### src/rtl/sram_pkg.sv
// sram_pkg: shared widths, FSM state encoding and strobe bundle for the
// sram_ctrl asynchronous-SRAM controller.
//   SRAM_ADDR_W : SRAM word-address width (18)
//   SRAM_DATA_W : SRAM data width (16)
//   state_t     : controller FSM states
//   strobe_t    : SRAM pin strobes driven by the FSM output decode
package sram_pkg;

  localparam int SRAM_ADDR_W = 18;
  localparam int SRAM_DATA_W = 16;

  typedef enum logic [2:0] {
    IDLE      = 3'd0,
    RD_ACCESS = 3'd1,
    RD_LATCH  = 3'd2,
    WR_SETUP  = 3'd3,
    WR_PULSE  = 3'd4,
    WR_HOLD   = 3'd5
  } state_t;

  typedef struct packed {
    logic ce_n;
    logic oe_n;
    logic we_n;
    logic data_oe;
  } strobe_t;

  // Everything released: the pad is not driven and no access is open.
  localparam strobe_t STROBES_IDLE = '{ce_n: 1'b1, oe_n: 1'b1, we_n: 1'b1, data_oe: 1'b0};

  // Wait-state counter width; WAIT_STATES is limited to 0..3.
  localparam int WAIT_W = 2;

  function automatic logic [WAIT_W-1:0] wait_limit(input int wait_states);
    return WAIT_W'(wait_states);
  endfunction

endpackage

### src/rtl/sram_ctrl_if.sv
// sram_ctrl_if: host-side port bundle of sram_ctrl.
//   Video read port : address, read -> data_read, ready
//   Draw write port : wr_address, wr_data, write -> wr_ready
// Modports: master (requester side), slave (controller side).
//
// Handshake: read and write are single-cycle request pulses. A pulse is
// accepted only in a cycle where the matching ready (ready / wr_ready) is
// high at the same rising edge; a pulse in any other cycle is dropped with
// no side effect. ready/wr_ready do not depend on the request inputs.
interface sram_ctrl_if;

  logic [sram_pkg::SRAM_ADDR_W-1:0] address;
  logic                             read;
  logic [sram_pkg::SRAM_DATA_W-1:0] data_read;
  logic                             ready;

  logic [sram_pkg::SRAM_ADDR_W-1:0] wr_address;
  logic [sram_pkg::SRAM_DATA_W-1:0] wr_data;
  logic                             write;
  logic                             wr_ready;

  modport master (
    output address, read, wr_address, wr_data, write,
    input  data_read, ready, wr_ready
  );

  modport slave (
    input  address, read, wr_address, wr_data, write,
    output data_read, ready, wr_ready
  );

endinterface

### src/rtl/sram_ctrl.sv
// sram_ctrl: single-port asynchronous SRAM controller serving a video read
// port and a draw write port.
//
// Ports
//   clk           : system clock, rising edge
//   reset         : asynchronous, active-high reset
//   bus           : sram_ctrl_if.slave host bundle (read + write ports)
//   sram_address  : SRAM word address (registered)
//   sram_data_out : write data toward the pad
//   sram_data_in  : read data from the pad
//   sram_data_oe  : pad drive enable (the pad itself lives at top level)
//   sram_we_n / sram_oe_n / sram_ce_n : active-low SRAM strobes
//   dbg_state_o   : current FSM state
//
// Parameter WAIT_STATES (0..3): extra cycles added to the read access and
// to the write pulse.
//
// Build option: macro SRAM_CTRL_WRITE_EN enables the write port (holding
// slot and WR_* states). Without it the controller is read-only, wr_ready
// is 0, sram_we_n stays 1 and sram_data_oe stays 0.
//
// Read timing (pulse in cycle 0): RD_ACCESS for 1+WAIT_STATES cycles, then
// RD_LATCH; data_read updates at the end of RD_LATCH, i.e. it is valid
// 3+WAIT_STATES cycles after the pulse. oe_n stays low through RD_LATCH so
// the word being captured is still being driven by the SRAM.
module sram_ctrl
  import sram_pkg::*;
#(
  parameter int WAIT_STATES = 1
) (
  input  logic                   clk,
  input  logic                   reset,
  sram_ctrl_if.slave             bus,
  output logic [SRAM_ADDR_W-1:0] sram_address,
  output logic [SRAM_DATA_W-1:0] sram_data_out,
  input  logic [SRAM_DATA_W-1:0] sram_data_in,
  output logic                   sram_data_oe,
  output logic                   sram_we_n,
  output logic                   sram_oe_n,
  output logic                   sram_ce_n,
  output state_t                 dbg_state_o
);

  localparam logic [WAIT_W-1:0] WAIT_LAST = wait_limit(WAIT_STATES);

  state_t                 state_q, state_d;
  logic [WAIT_W-1:0]      cnt_q, cnt_d;
  logic [SRAM_ADDR_W-1:0] addr_q, addr_d;
  logic [SRAM_DATA_W-1:0] rdata_q, rdata_d;
  strobe_t                strb;
  logic                   rd_ready;
  logic                   wr_ready;

`ifdef SRAM_CTRL_WRITE_EN
  // One-entry write holding slot. It stays occupied from acceptance until
  // WR_HOLD finishes, so a write that collides with a read survives the
  // read and is launched straight out of RD_LATCH.
  logic                   slot_valid_q, slot_valid_d;
  logic [SRAM_ADDR_W-1:0] slot_addr_q, slot_addr_d;
  logic [SRAM_DATA_W-1:0] slot_data_q, slot_data_d;
`endif

  assign rd_ready = (state_q == IDLE);

`ifdef SRAM_CTRL_WRITE_EN
  assign wr_ready = (state_q == IDLE) && !slot_valid_q;
`else
  assign wr_ready = 1'b0;
  logic unused_wr_port;
  assign unused_wr_port = ^{bus.write, bus.wr_address, bus.wr_data};
`endif

  // --------------------------------------------------------------------
  // State register (plus datapath registers updated alongside the FSM)
  // --------------------------------------------------------------------
  always_ff @(posedge clk or posedge reset) begin
    if (reset) begin
      state_q <= IDLE;
      cnt_q   <= '0;
      addr_q  <= '0;
      rdata_q <= '0;
    end else begin
      state_q <= state_d;
      cnt_q   <= cnt_d;
      addr_q  <= addr_d;
      rdata_q <= rdata_d;
    end
  end

`ifdef SRAM_CTRL_WRITE_EN
  // Reset empties the slot, so no held write can be committed afterwards.
  always_ff @(posedge clk or posedge reset) begin
    if (reset) begin
      slot_valid_q <= 1'b0;
      slot_addr_q  <= '0;
      slot_data_q  <= '0;
    end else begin
      slot_valid_q <= slot_valid_d;
      slot_addr_q  <= slot_addr_d;
      slot_data_q  <= slot_data_d;
    end
  end
`endif

  // --------------------------------------------------------------------
  // Next-state logic
  // --------------------------------------------------------------------
  always_comb begin
    state_d = state_q;
    cnt_d   = cnt_q;
    addr_d  = addr_q;
    rdata_d = rdata_q;
`ifdef SRAM_CTRL_WRITE_EN
    slot_valid_d = slot_valid_q;
    slot_addr_d  = slot_addr_q;
    slot_data_d  = slot_data_q;
`endif

    case (state_q)
      IDLE: begin
        if (bus.read) begin
          state_d = RD_ACCESS;
          addr_d  = bus.address;
          cnt_d   = '0;
        end
`ifdef SRAM_CTRL_WRITE_EN
        if (bus.write && wr_ready) begin
          slot_valid_d = 1'b1;
          slot_addr_d  = bus.wr_address;
          slot_data_d  = bus.wr_data;
          // A simultaneous read wins; the write then waits in the slot.
          if (!bus.read) begin
            state_d = WR_SETUP;
            addr_d  = bus.wr_address;
          end
        end
`endif
      end

      RD_ACCESS: begin
        if (cnt_q == WAIT_LAST) begin
          state_d = RD_LATCH;
        end else begin
          cnt_d = cnt_q + 1'b1;
        end
      end

      RD_LATCH: begin
        rdata_d = sram_data_in;
        state_d = IDLE;
`ifdef SRAM_CTRL_WRITE_EN
        if (slot_valid_q) begin
          state_d = WR_SETUP;
          addr_d  = slot_addr_q;
        end
`endif
      end

`ifdef SRAM_CTRL_WRITE_EN
      WR_SETUP: begin
        state_d = WR_PULSE;
        cnt_d   = '0;
      end

      WR_PULSE: begin
        if (cnt_q == WAIT_LAST) begin
          state_d = WR_HOLD;
        end else begin
          cnt_d = cnt_q + 1'b1;
        end
      end

      WR_HOLD: begin
        state_d      = IDLE;
        slot_valid_d = 1'b0;
      end
`endif

      default: begin
        state_d = IDLE;
      end
    endcase
  end

  // --------------------------------------------------------------------
  // Output decode (Moore, from state_q only, so reset releases the
  // strobes immediately). oe_n low and data_oe high are never decoded
  // from the same state, which keeps the pad free of contention.
  // --------------------------------------------------------------------
  always_comb begin
    strb = STROBES_IDLE;
    case (state_q)
      RD_ACCESS, RD_LATCH: begin
        strb.ce_n = 1'b0;
        strb.oe_n = 1'b0;
      end
`ifdef SRAM_CTRL_WRITE_EN
      WR_SETUP, WR_HOLD: begin
        strb.ce_n    = 1'b0;
        strb.data_oe = 1'b1;
      end
      WR_PULSE: begin
        strb.ce_n    = 1'b0;
        strb.we_n    = 1'b0;
        strb.data_oe = 1'b1;
      end
`endif
      default: begin
        strb = STROBES_IDLE;
      end
    endcase
  end

  assign sram_ce_n    = strb.ce_n;
  assign sram_oe_n    = strb.oe_n;
  assign sram_we_n    = strb.we_n;
  assign sram_data_oe = strb.data_oe;
  assign sram_address = addr_q;

`ifdef SRAM_CTRL_WRITE_EN
  assign sram_data_out = slot_data_q;
`else
  assign sram_data_out = '0;
`endif

  assign bus.data_read = rdata_q;
  assign bus.ready     = rd_ready;
  assign bus.wr_ready  = wr_ready;
  assign dbg_state_o   = state_q;

endmodule

### src/flat_wrapper.sv
// flat-port wrapper written by rule: the top's interface ports become plain ports
module sram_ctrl_flat import sram_pkg::*;
#(
  parameter int WAIT_STATES = 1
)
  (clk, reset, sram_address, sram_data_out, sram_data_in, sram_data_oe, sram_we_n, sram_oe_n, sram_ce_n, dbg_state_o, bus_address, bus_read, bus_wr_address, bus_wr_data, bus_write, bus_data_read, bus_ready, bus_wr_ready);
  sram_ctrl_if bus_i ();
  input  logic clk;
  input  logic reset;
  output logic [SRAM_ADDR_W-1:0] sram_address;
  output logic [SRAM_DATA_W-1:0] sram_data_out;
  input  logic [SRAM_DATA_W-1:0] sram_data_in;
  output logic sram_data_oe;
  output logic sram_we_n;
  output logic sram_oe_n;
  output logic sram_ce_n;
  output state_t dbg_state_o;
  input wire logic [$bits(bus_i.address)-1:0] bus_address;
  input wire logic [$bits(bus_i.read)-1:0] bus_read;
  input wire logic [$bits(bus_i.wr_address)-1:0] bus_wr_address;
  input wire logic [$bits(bus_i.wr_data)-1:0] bus_wr_data;
  input wire logic [$bits(bus_i.write)-1:0] bus_write;
  output wire logic [$bits(bus_i.data_read)-1:0] bus_data_read;
  output wire logic [$bits(bus_i.ready)-1:0] bus_ready;
  output wire logic [$bits(bus_i.wr_ready)-1:0] bus_wr_ready;
  assign bus_i.address = bus_address;
  assign bus_i.read = bus_read;
  assign bus_i.wr_address = bus_wr_address;
  assign bus_i.wr_data = bus_wr_data;
  assign bus_i.write = bus_write;
  assign bus_data_read = bus_i.data_read;
  assign bus_ready = bus_i.ready;
  assign bus_wr_ready = bus_i.wr_ready;
  sram_ctrl #(.WAIT_STATES(WAIT_STATES)) u_core (.clk(clk), .reset(reset), .bus(bus_i), .sram_address(sram_address), .sram_data_out(sram_data_out), .sram_data_in(sram_data_in), .sram_data_oe(sram_data_oe), .sram_we_n(sram_we_n), .sram_oe_n(sram_oe_n), .sram_ce_n(sram_ce_n), .dbg_state_o(dbg_state_o));
endmodule
### config.mk
export PLATFORM = sky130hd
export DESIGN_NAME = sram_ctrl_flat
export DESIGN_NICKNAME = d
export VERILOG_FILES = /design/src/rtl/sram_pkg.sv /design/src/rtl/sram_ctrl_if.sv /design/src/rtl/sram_ctrl.sv /design/src/flat_wrapper.sv
export SDC_FILE = /design/constraint.sdc
export NUM_CORES = 1
export LEC_CHECK = 0
export CAP_MARGIN = 5
export CELL_PAD_IN_SITES_DETAIL_PLACEMENT = 2
export CELL_PAD_IN_SITES_GLOBAL_PLACEMENT = 2
export CORE_ASPECT_RATIO = 0.75
export CORE_UTILIZATION = 19
export CTS_CLUSTER_DIAMETER = 150
export DETAILED_ROUTE_END_ITERATION = 10
export PLACE_DENSITY_LB_ADDON = 0.1
export SLEW_MARGIN = 15
export SYNTH_ARGS = -nofsm -noshare
export SYNTH_HDL_FRONTEND = slang
export SYNTH_SLANG_ARGS = --single-unit
### constraint.sdc
create_clock -name clk -period 2.1 [get_ports clk]
set_input_delay 0.21 -clock clk [delete_from_list [all_inputs] [get_ports clk]]
set_output_delay 0.21 -clock clk [all_outputs]
set_load 0.05 [all_outputs]
==> summary.txt <==
Place
  – GPL Wtd Cong: 0.652
  – DPL Wire Length: 3.21 mm
  – Dpl cells: 304
  – Area after DPL: 2490 um^2
  – IO Port Bufs: 75
  – DP Worst Slack: 0.333 ns

Layout
  – Layout cells sized above 1: 25.0%
  – Antenna Cells: 0
  – Area Overhead vs Synth: 55.6%
  – Final instance area: 2660 um^2
  – FILL cells: 919
  – Final nets: 280
  – Fin cells: 312
  – FF+latch area: 951 um^2
  – Area of the multi-input gates: 622 um^2

GRT
  – Largest net degree at the start of global routing: 39
  – Initial antenna violation count: 0
  – GR Layer Usage met3: 2.96%
  – GRT Total Usage: 9.71%
  – Gr busiest metal: met2
  – Total grt overflow: 0
  – First-pass GRT wire length: 7.00 mm
  – Global routing met2 resource utilization: 16.4%
  – Number of global-route vias before repair: 1,344
  – Met1 Use GR: 11.7%

Power
  – Cell Pwr Density: 1980 nW/um^2
  – Peak VDD IR: 517 uV
  – Sequential share of power: 24.7%
  – Switching share of power: 47.2%
  – Internal power: 2.79 mW
  – Comb power frac: 59.2%
  – Switching power: 2.48 mW
  – Part of the power in the clock network: 16.1%
  – Static Leak: 1.15 nW
  – Total power: 5.27 mW

Logic synthesis
  – Leading area contributor after synthesis: dfrtp_1
  – Async S/R FF share, synth: 100%
  – Largest family of logic cells by synthesized area: multiplexers
  – Mapped Area: 1710 um^2
  – Most numerous cell in the Yosys netlist: dfrtp_1
  – Synth cell types: 18
  – Synth Flop Type: dfrtp_1
  – Number of synthesized flops with an enable pin: 0
  – Synth Warn #: 0
  – Instance count of the mapped netlist: 125
  – Post-synthesis compound-gate area fraction: 2.64%
  – Post-synthesis area per instance: 13.7 um^2
  – Top-area cell type share of the netlist area: 55.6%
  – Post-synthesis mux area share: 23.1%
  – Adder-cell area share of the yosys netlist: 3.66%
  – Top post-synthesis cells by count: dfrtp_1, mux2_2, buf_4
  – Synth area leaders: dfrtp_1, mux2_2, buf_4
  – Seq/Total Area, Yosys: 55.6%
  – XOR/XNOR Fraction of Synth Area: 0%
  – FF+latch count, synth: 38
  – Post-synthesis simple-gate area fraction: 2.64%

Clock network
  – Root Driver: clkbuf_16
  – Num CTS Buffers: 5
  – Postcts setup bufs: 0
  – H-Tree Depth: 2
  – Total clock sinks: 38
  – Clk_lat worst skew: 0.28 ns
  – CTS tree: done
  – Clock slew at reported path FFs: 0.06 ns
  – CTS max path bufs: 2

Detailed routing
  – Drt initial violations: 24
  – DRC: 8
  – Drt via density: 3.73
  – WL final: 4.20 mm
  – Routed wire per std cell: 13.5 um
  – Final ANT Viol Nets: 0
  – DR vias: 1,163
  – DRT Pass-1 Iters: 9

Status
  – Outcome: complete, but fails checks
  – Failing checks: DRC

Critical path
  – Setup CP Type: reg2out
  – Crit end category: primary output
  – Crit start category: flop
  – Worst Path Required: 1.89 ns
  – Top delay family on crit path: buffers and inverters
  – CP bufs+invs: 1
  – CP max FO: 4
  – Crit-path cells: clkdlybuf4s50_1
  – CP max stage cell: clkdlybuf4s50_1
  – Crit path DAT: 1.50 ns
  – Slowest Stage Delay on Critical Path: 0.83 ns

STA
  – Worst Tran Pin Value: 0.533 ns
  – Final setup margin: 0.386 ns
  – Tmin final: 1.71 ns
  – Max Clk Rate: 584 MHz
  – RSZ-0062 raised after global routing: no
  – Clock skew: 0.00292 ns
  – Fin. max-slew vios: 0
  – Setup TNS: 0 ns
  – Endpoints failing hold: 0
  – Crit share post-route: 81.6%
  – Setup Viol. Count Final: 0
  – Relative slew slack: 64.3%

Floorplanning
  – Core Area: 8600 um^2
  – # IOs: 131
  – Die area: 9380 um^2
  – Die width: 112 um
  – Starting Density: 19.9%
  – Die height: 84.1 um
  – FP Rows: 29

Worst hold path
  – Worst hold path class: in2async

Job
  – Number of max-cap violations: 0
## flip-flops by register name (all words and copies together) (netlist names)
signal	cells
u_core.sram_address	18
u_core.bus.data_read	16
u_core.cnt_q	2
u_core.dbg_state_o	2
## cell families (layout without fill, tap and decap cells)
family,count (synthesis),in the layout
compound gates,7,7
other cells,2,20
buf+inv,30,91
simple gates,8,8
fa+ha+maj,5,5
mux,35,35
flops,38,38
## metrics by stage
| step | hold slack (ns) | util [%] |
|---|---|---|
| 3_3_place_gp | 0.489 | 29.0 |
| 6_report | 0.373 | 30.9 |
| 3_5_place_dp | 0.497 | 29.0 |
| 2_1_floorplan | 0.360 | - |
| 5_1_grt | 0.445 | 30.9 |
| 4_1_cts | 0.395 | 30.9 |
## what timing repair did
item                       4_1_cts  5_1_grt
hold buffers                     0        0
setup endpoints to repair        0        1
gates resized for setup          0        1
## metal layers
metal | vias up | share of wire, %
met2 | 63 | 49
met3 | 2 | 8.4
li1 | 528 | -
met5 | - | 0
met4 | 0 | 0.86
met1 | 570 | 42
## power groups by stage
stage	clock network [mW]	registers, mW	logic [mW]
3_5_place_dp	0	1.32	3.15
4_1_cts	0.883	1.31	3.16
5_1_grt	0.912	1.36	3.25
2_1_floorplan	0	2.53	0.946
6_report	0.848	1.30	3.12
3_3_place_gp	0	1.29	3.10
## cell usage in the layout, fill, tap and decap left out, types with 2 or more instances in the layout
cell type / n
clkdlybuf4s50_1: 72
dfrtp_1: 38
mux2_2: 35
conb_1: 20
inv_1: 6
ha_1: 5
clkbuf_16: 5
buf_4: 4
a21oi_1: 2
nor2_1: 2
nand2_1: 2
o21ai_0: 2
a22o_1: 2
clkinv_2: 2
## path summary, 6_finish.rpt
path / cells past startpoint / from / to / slack, ns
worst max-delay path: 1 / u_core.dbg_state_o[1] / dbg_state_o[1] / 0.39
max in group asynchronous: 3 / reset / u_core.bus.data_read[5] / 1.37
worst min register to register: 1 / u_core.sram_address[6] / u_core.sram_address[6] / 0.51
worst max register to register: 4 / u_core.dbg_state_o[0] / u_core.sram_address[10] / 0.48
worst min-delay path: 3 / reset / u_core.bus.data_read[14] / 0.37
min in group clk: 1 / u_core.sram_address[6] / u_core.sram_address[6] / 0.51
## area by class of cell
| class | count | share of cell area [%] |
|---|---|---|
| Sequential cell | 38 | 35.8 |
| Timing Repair Buffer | 77 | 28.7 |
| Multi-Input combinational cell | 75 | 23.4 |
| Tap cell | 108 | 5.08 |
| Clock buffer | 5 | 4.71 |
| Clock inverter | 3 | 1.51 |
| Inverter | 6 | 0.847 |
## worst reg2reg max path: stages (launching register included)
cell and delay (ns):
dfrtp_1 0.38, inv_1 0.10, ha_1 0.24, nand2_2 0.36, mux2_2 0.41
No activity file was read; power rests on OpenSTA's default activity.
